===== src/rtl/riscv_pkg.sv =====
// riscv_pkg
//   Shared definitions for the RISC-V core's commit-side logic.
//   HALT_INST0 / HALT_INST1 : the two instructions that, when they retire in
//                             order, terminate the program
//                             (addi ra,x0,12 followed by jalr x0,0(ra)).
//   halt_state_e            : state of the termination-sequence detector.
package riscv_pkg;

    localparam logic [31:0] HALT_INST0 = 32'h00c00093;
    localparam logic [31:0] HALT_INST1 = 32'h00008067;

    typedef enum logic [1:0] {
        RUN    = 2'd0,
        ARMED  = 2'd1,
        HALTED = 2'd2
    } halt_state_e;

endpackage


===== src/rtl/riscv_halt_detect.sv =====
// riscv_halt_detect
//   Watches the retirement stream for the termination pair HALT_INST0 then
//   HALT_INST1. Bubbles between the pair are tolerated, and any other
//   retirement in between cancels the sequence. Once the pair is seen the
//   detector stays halted until reset.
// Ports
//   CLK        in   core clock
//   RSTn       in   synchronous active-low reset
//   RET_VALID  in   an instruction retires this cycle
//   RET_INST   in   encoding of the retiring instruction
//   halted     out  registered; high from the edge that retires HALT_INST1
module riscv_halt_detect
    import riscv_pkg::*;
#(
    parameter int DWIDTH = 32
) (
    input  logic              CLK,
    input  logic              RSTn,
    input  logic              RET_VALID,
    input  logic [DWIDTH-1:0] RET_INST,
    output logic              halted
);

    halt_state_e state;
    halt_state_e next_state;

    logic is_inst0;
    logic is_inst1;

    assign is_inst0 = (RET_INST == DWIDTH'(HALT_INST0));
    assign is_inst1 = (RET_INST == DWIDTH'(HALT_INST1));

    // NOTE: sequential state uses non-blocking assignments so every flop
    // samples pre-edge values regardless of process evaluation order.
    always_ff @(posedge CLK) begin
        if (!RSTn) begin
            state  <= RUN;
            halted <= 1'b0;
        end else begin
            state  <= next_state;
            // Register the decode so HALT comes straight from a flop.
            halted <= (next_state == HALTED);
        end
    end

    always_comb begin
        // NOTE: default assigned first so no branch leaves next_state
        // unassigned, which would otherwise infer a latch.
        next_state = state;
        case (state)
            RUN: begin
                if (RET_VALID && is_inst0) begin
                    next_state = ARMED;
                end
            end
            ARMED: begin
                if (RET_VALID) begin
                    if (is_inst1) begin
                        next_state = HALTED;
                    end else if (is_inst0) begin
                        next_state = ARMED;
                    end else begin
                        next_state = RUN;
                    end
                end
            end
            HALTED: begin
                next_state = HALTED;
            end
            default: begin
                next_state = RUN;
            end
        endcase
    end

endmodule


===== src/rtl/riscv_retire_monitor.sv =====
// riscv_retire_monitor
//   Commit-side monitor: counts retired instructions, latches a result word
//   per retirement and raises HALT once the termination sequence retires.
//   After HALT every output is frozen until reset.
// Ports
//   CLK, RSTn     core clock, synchronous active-low reset
//   RET_VALID     one instruction retires this cycle
//   RET_INST      retiring instruction encoding
//   RET_WB_EN     retiring instruction writes a non-x0 register
//   RET_WB_DATA   value written to rd
//   RET_STORE     retiring instruction is a store
//   RET_ADDR      store effective byte address
//   RET_BRANCH    retiring instruction is a conditional branch
//   RET_TAKEN     branch outcome
//   NUM_INST      retired-instruction count (wraps silently)
//   OUTPUT_PORT   result word of the latest qualifying retirement
//   HALT          program terminated, held until reset
//   NUM_CYCLE     cycle count while not halted (only with RETIRE_CYCLE_CNT_EN)
// Configuration
//   RETIRE_CYCLE_CNT_EN  define to add the NUM_CYCLE port and counter.
module riscv_retire_monitor
    import riscv_pkg::*;
#(
    parameter int DWIDTH    = 32,
    parameter int CNT_WIDTH = 32
) (
    input  logic                 CLK,
    input  logic                 RSTn,
    input  logic                 RET_VALID,
    input  logic [DWIDTH-1:0]    RET_INST,
    input  logic                 RET_WB_EN,
    input  logic [DWIDTH-1:0]    RET_WB_DATA,
    input  logic                 RET_STORE,
    input  logic [DWIDTH-1:0]    RET_ADDR,
    input  logic                 RET_BRANCH,
    input  logic                 RET_TAKEN,
    output logic [CNT_WIDTH-1:0] NUM_INST,
    output logic [DWIDTH-1:0]    OUTPUT_PORT,
    output logic                 HALT
`ifdef RETIRE_CYCLE_CNT_EN
    ,
    output logic [CNT_WIDTH-1:0] NUM_CYCLE
`endif
);

    logic              halted;
    logic              retire;
    logic [DWIDTH-1:0] out_next;

    riscv_halt_detect #(
        .DWIDTH (DWIDTH)
    ) u_halt_detect (
        .CLK       (CLK),
        .RSTn      (RSTn),
        .RET_VALID (RET_VALID),
        .RET_INST  (RET_INST),
        .halted    (halted)
    );

    // halted is registered, so the halting jalr itself still counts: it is
    // sampled on the same edge that first sets halted.
    assign retire = RET_VALID && !halted;
    assign HALT   = halted;

    // Result word priority: store address, then branch outcome, then
    // register write data; otherwise keep the previous word.
    always_comb begin
        out_next = OUTPUT_PORT;
        if (RET_STORE) begin
            out_next = RET_ADDR;
        end else if (RET_BRANCH) begin
            out_next = DWIDTH'(RET_TAKEN);
        end else if (RET_WB_EN) begin
            out_next = RET_WB_DATA;
        end
    end

    always_ff @(posedge CLK) begin
        if (!RSTn) begin
            NUM_INST    <= '0;
            OUTPUT_PORT <= '0;
        end else if (retire) begin
            NUM_INST    <= NUM_INST + 1'b1;
            OUTPUT_PORT <= out_next;
        end
    end

`ifdef RETIRE_CYCLE_CNT_EN
    always_ff @(posedge CLK) begin
        if (!RSTn) begin
            NUM_CYCLE <= '0;
        end else if (!halted) begin
            NUM_CYCLE <= NUM_CYCLE + 1'b1;
        end
    end
`endif

endmodule


===== config.mk =====
export PLATFORM = sky130hd
export DESIGN_NAME = riscv_retire_monitor
export DESIGN_NICKNAME = d
export VERILOG_FILES = /design/src/rtl/riscv_pkg.sv /design/src/rtl/riscv_halt_detect.sv /design/src/rtl/riscv_retire_monitor.sv
export SDC_FILE = /design/constraint.sdc
export NUM_CORES = 1
export LEC_CHECK = 0
export CORE_MARGIN = 2
export CORE_UTILIZATION = 39
export DETAILED_ROUTE_END_ITERATION = 10
export PLACE_DENSITY_LB_ADDON = 0.1
export SLEW_MARGIN = 15
export SYNTH_ARGS = -nofsm -noshare
export SYNTH_HDL_FRONTEND = slang
export SYNTH_SLANG_ARGS = --single-unit

===== constraint.sdc =====
create_clock -name CLK -period 1.8 [get_ports CLK]
set_input_delay 0.18 -clock CLK [delete_from_list [all_inputs] [get_ports CLK]]
set_output_delay 0.18 -clock CLK [all_outputs]
set_load 0.01 [all_outputs]

==> metrics.txt, run 1 <==
outcome finished clean; Clock Skew 0.01066 ns; drt via density 5.332; PD cells 672.8 nW/um2; crit share post-route 93.39%; CP Class reg -> reg; clock-pin slew on the worst setup and hold paths 0.07 ns; cell count after synthesis 358; path depth of the worst reg2reg path 6; final wirelength 9.635 mm; FP Rows 32; Post-synth EDFFs 0; Initial DRC Count 112; hold path cells 2; CP Max Fanout 12; worst skew pair latency 0.34 ns; leading area contributor after synthesis dfxtp_1; Total GRT Usage 23.22%; most instantiated cells after synthesis dfxtp_1 (67), nor2_1 (46), nor3_1 (35); CP Depth 6; die area 8642 um2; Post-CTS Hold Buffers 0; Yosys warning count 0; total power 3.634 mW; Post-synth ARST share 0%; Final ANT Viol Nets 0; most numerous cell on the critical path buf_4; register area share after synthesis 43.45%; Post-Synthesis Cell Area 3087 um2; RSZ-0062 raised after global routing false; Root Buffer clkbuf_8; DR WL/cell 14.62 um; worst setup margin 0.1190 ns; Yosys cell types 42; Final Hold Violating Endpoints 0; count leader, synth dfxtp_1; CP arrival 1.94 ns; Synth Flop Type dfxtp_1; Detailed Place HPWL 7.581 mm; first-pass GRT wire length 16.14 mm; input/output buffers 167; largest net degree at the start of global routing 31; #FFs+latches synth 67; startpoint types flop; core area 7687 um2; Max VDD drop 0.0004526 V; cell family with most CP delay simple AND/OR/NAND/NOR gates; synth top area cells dfxtp_1 (43%), a221oi_1 (8.5%), nor3_1 (5.7%); share of layout cells above drive strength 1 11.67%; CTS buffer count 9; Remaining Overflow, GRT 0; Worst Tran Pin Value 0.6558 ns; Die Y 92.97 um; Worst EP required 2.06 ns; # setup viols final 0; number of buffers and inverters on the critical path 2; Clock Path Buffers 2; crit end category flop; Max Slew Vio Count 0; DRT Pass-1 Iters 4; Diodes inserted 0; syn nets 462; worst min-delay path category reg -> reg; CTS tree built; DR vias 3,514; vias in the first global route 3,465; Initial Util 40.15%; Die W 92.97 um; Layout Nets 656; global placer's final weighted congestion 0.7684; CP peak stage delay 0.40 ns; Syn-to-layout area delta 74.99%; H-tree levels 3; initial antenna violation count 0; relative slew slack 56.18%; Mapped Avg Cell Area 8.622 um2; boundary pin count 168; achievable clock frequency 594.9 MHz; post-layout min period 1.681 ns; clk sinks 67; slowest CP cell or4_1; Placement Setup Slack -0.2174 ns; crit path cell chain buf_4, and4b_1, nand4_1, buf_4, or4_1, a21oi_1; Synth top area share 43.45%; max_cap viols 0; DRC 0; leakage 1.924 nW
cells by family (layout without fill, tap and decap cells):
group	after synthesis	count (layout)	share of synthesized area, %
and+or+nand+nor	173	173	30.44
AOI/OAI and AO/OA	71	71	16.66
DFF	67	67	43.45
buffers and inverters	29	228	3.972
xor gates and xnor gates	11	11	3.121
muxes	6	6	1.946
adders and majority gates	1	1	0.4053
cell type report:
class                   count  area, um2
clock inverters             6      88.84
inverters                   5      18.77
clock buffers              10      137.6
multi-input cells         262       1652
fillers                   630       2286
well taps                 102      127.6
flip-flops and latches     67       1343
repair buffers            207       2034
cells in the final DEF (no fill, tap or decap), types with 8 or more instances in the layout:
cell type        netlist  routed
clkdlybuf4s50_1        0     167
clkbuf_8               0      10
o21ai_0                8       8
nand4_1               10      10
o31ai_1                9       8
nand2_1               19      19
nor3_1                35      35
xnor2_1                8       8
a21oi_1               16      16
nor4_1                10      10
buf_4                  1      35
a221oi_1              30      30
or4_1                  9       9
nor2_1                46      45
dfxtp_1               67      66
worst reg2reg max path, delay by kind of cell, from the launching register on:
kind | cells | cell delay, ns
AND/OR/NAND/NOR | 3 | 0.77
flip-flops | 1 | 0.34
buffers and inverters | 2 | 0.33
AO/OA/AOI/OAI | 1 | 0.17
metal layers:
metal / track usage, % / wire length (um) / vias up
li1: - / - / 1744
met1: 26.78 / 3811 / 1626
met2: 39.79 / 4853 / 123
met3: 7.242 / 739 / 21
met4: 9.436 / 231 / 0
met5: 0 / 0 / -
flip-flops by register name, summed over array words and instances (netlist names):
signal                flops
NUM_INST                 32
OUTPUT_PORT              32
u_halt_detect.state       2
u_halt_detect.halted      1
what timing repair did:
action	CTS	global route
endpoints found under the setup margin	0	21
setup buffers	0	1
gates resized for setup	0	5
where the power goes:
part	internal [mW]	switching, mW	leakage (nW)
Sequential	1.54	0.0314	0.548
Clock	0.817	0.597	0.108
Combinational	0.407	0.239	1.27
stage by stage:
step | instances | util [%] | hold slack (ns) | cell area [um2] | TNS (ns)
final | 659 | 70.26 | 0.4756 | 5401 | 0
after global placement | 642 | 67.04 | 0.4445 | 5154 | -4.311
after CTS | 658 | 69.99 | 0.4822 | 5380 | 0
after detailed placement | 642 | 67.04 | 0.4667 | 5154 | -5.425
after global routing | 659 | 70.26 | 0.4989 | 5401 | 0
after floorplan | 358 | - | 0.3350 | 3087 | 0
worst paths after layout:
check | to | slack (ns) | start
worst max register to register | NUM_INST[21] | 0.12 | NUM_INST[0]
worst min-delay path | OUTPUT_PORT[0] | 0.48 | OUTPUT_PORT[0]
worst max-delay path | NUM_INST[21] | 0.12 | NUM_INST[0]
worst min register to register | OUTPUT_PORT[0] | 0.48 | OUTPUT_PORT[0]
Note: power is estimated with default switching activity, not from simulation.
==> run 2, diff against run 1 <==
--- a/config.mk
+++ b/config.mk
@@ -9,7 +9,6 @@
 export CORE_UTILIZATION = 39
 export DETAILED_ROUTE_END_ITERATION = 10
 export PLACE_DENSITY_LB_ADDON = 0.1
-export SLEW_MARGIN = 15
 export SYNTH_ARGS = -nofsm -noshare
 export SYNTH_HDL_FRONTEND = slang
 export SYNTH_SLANG_ARGS = --single-unit
==> results of run 2 <==
The final DEF is identical to that of run 1; final timing and power are the same.
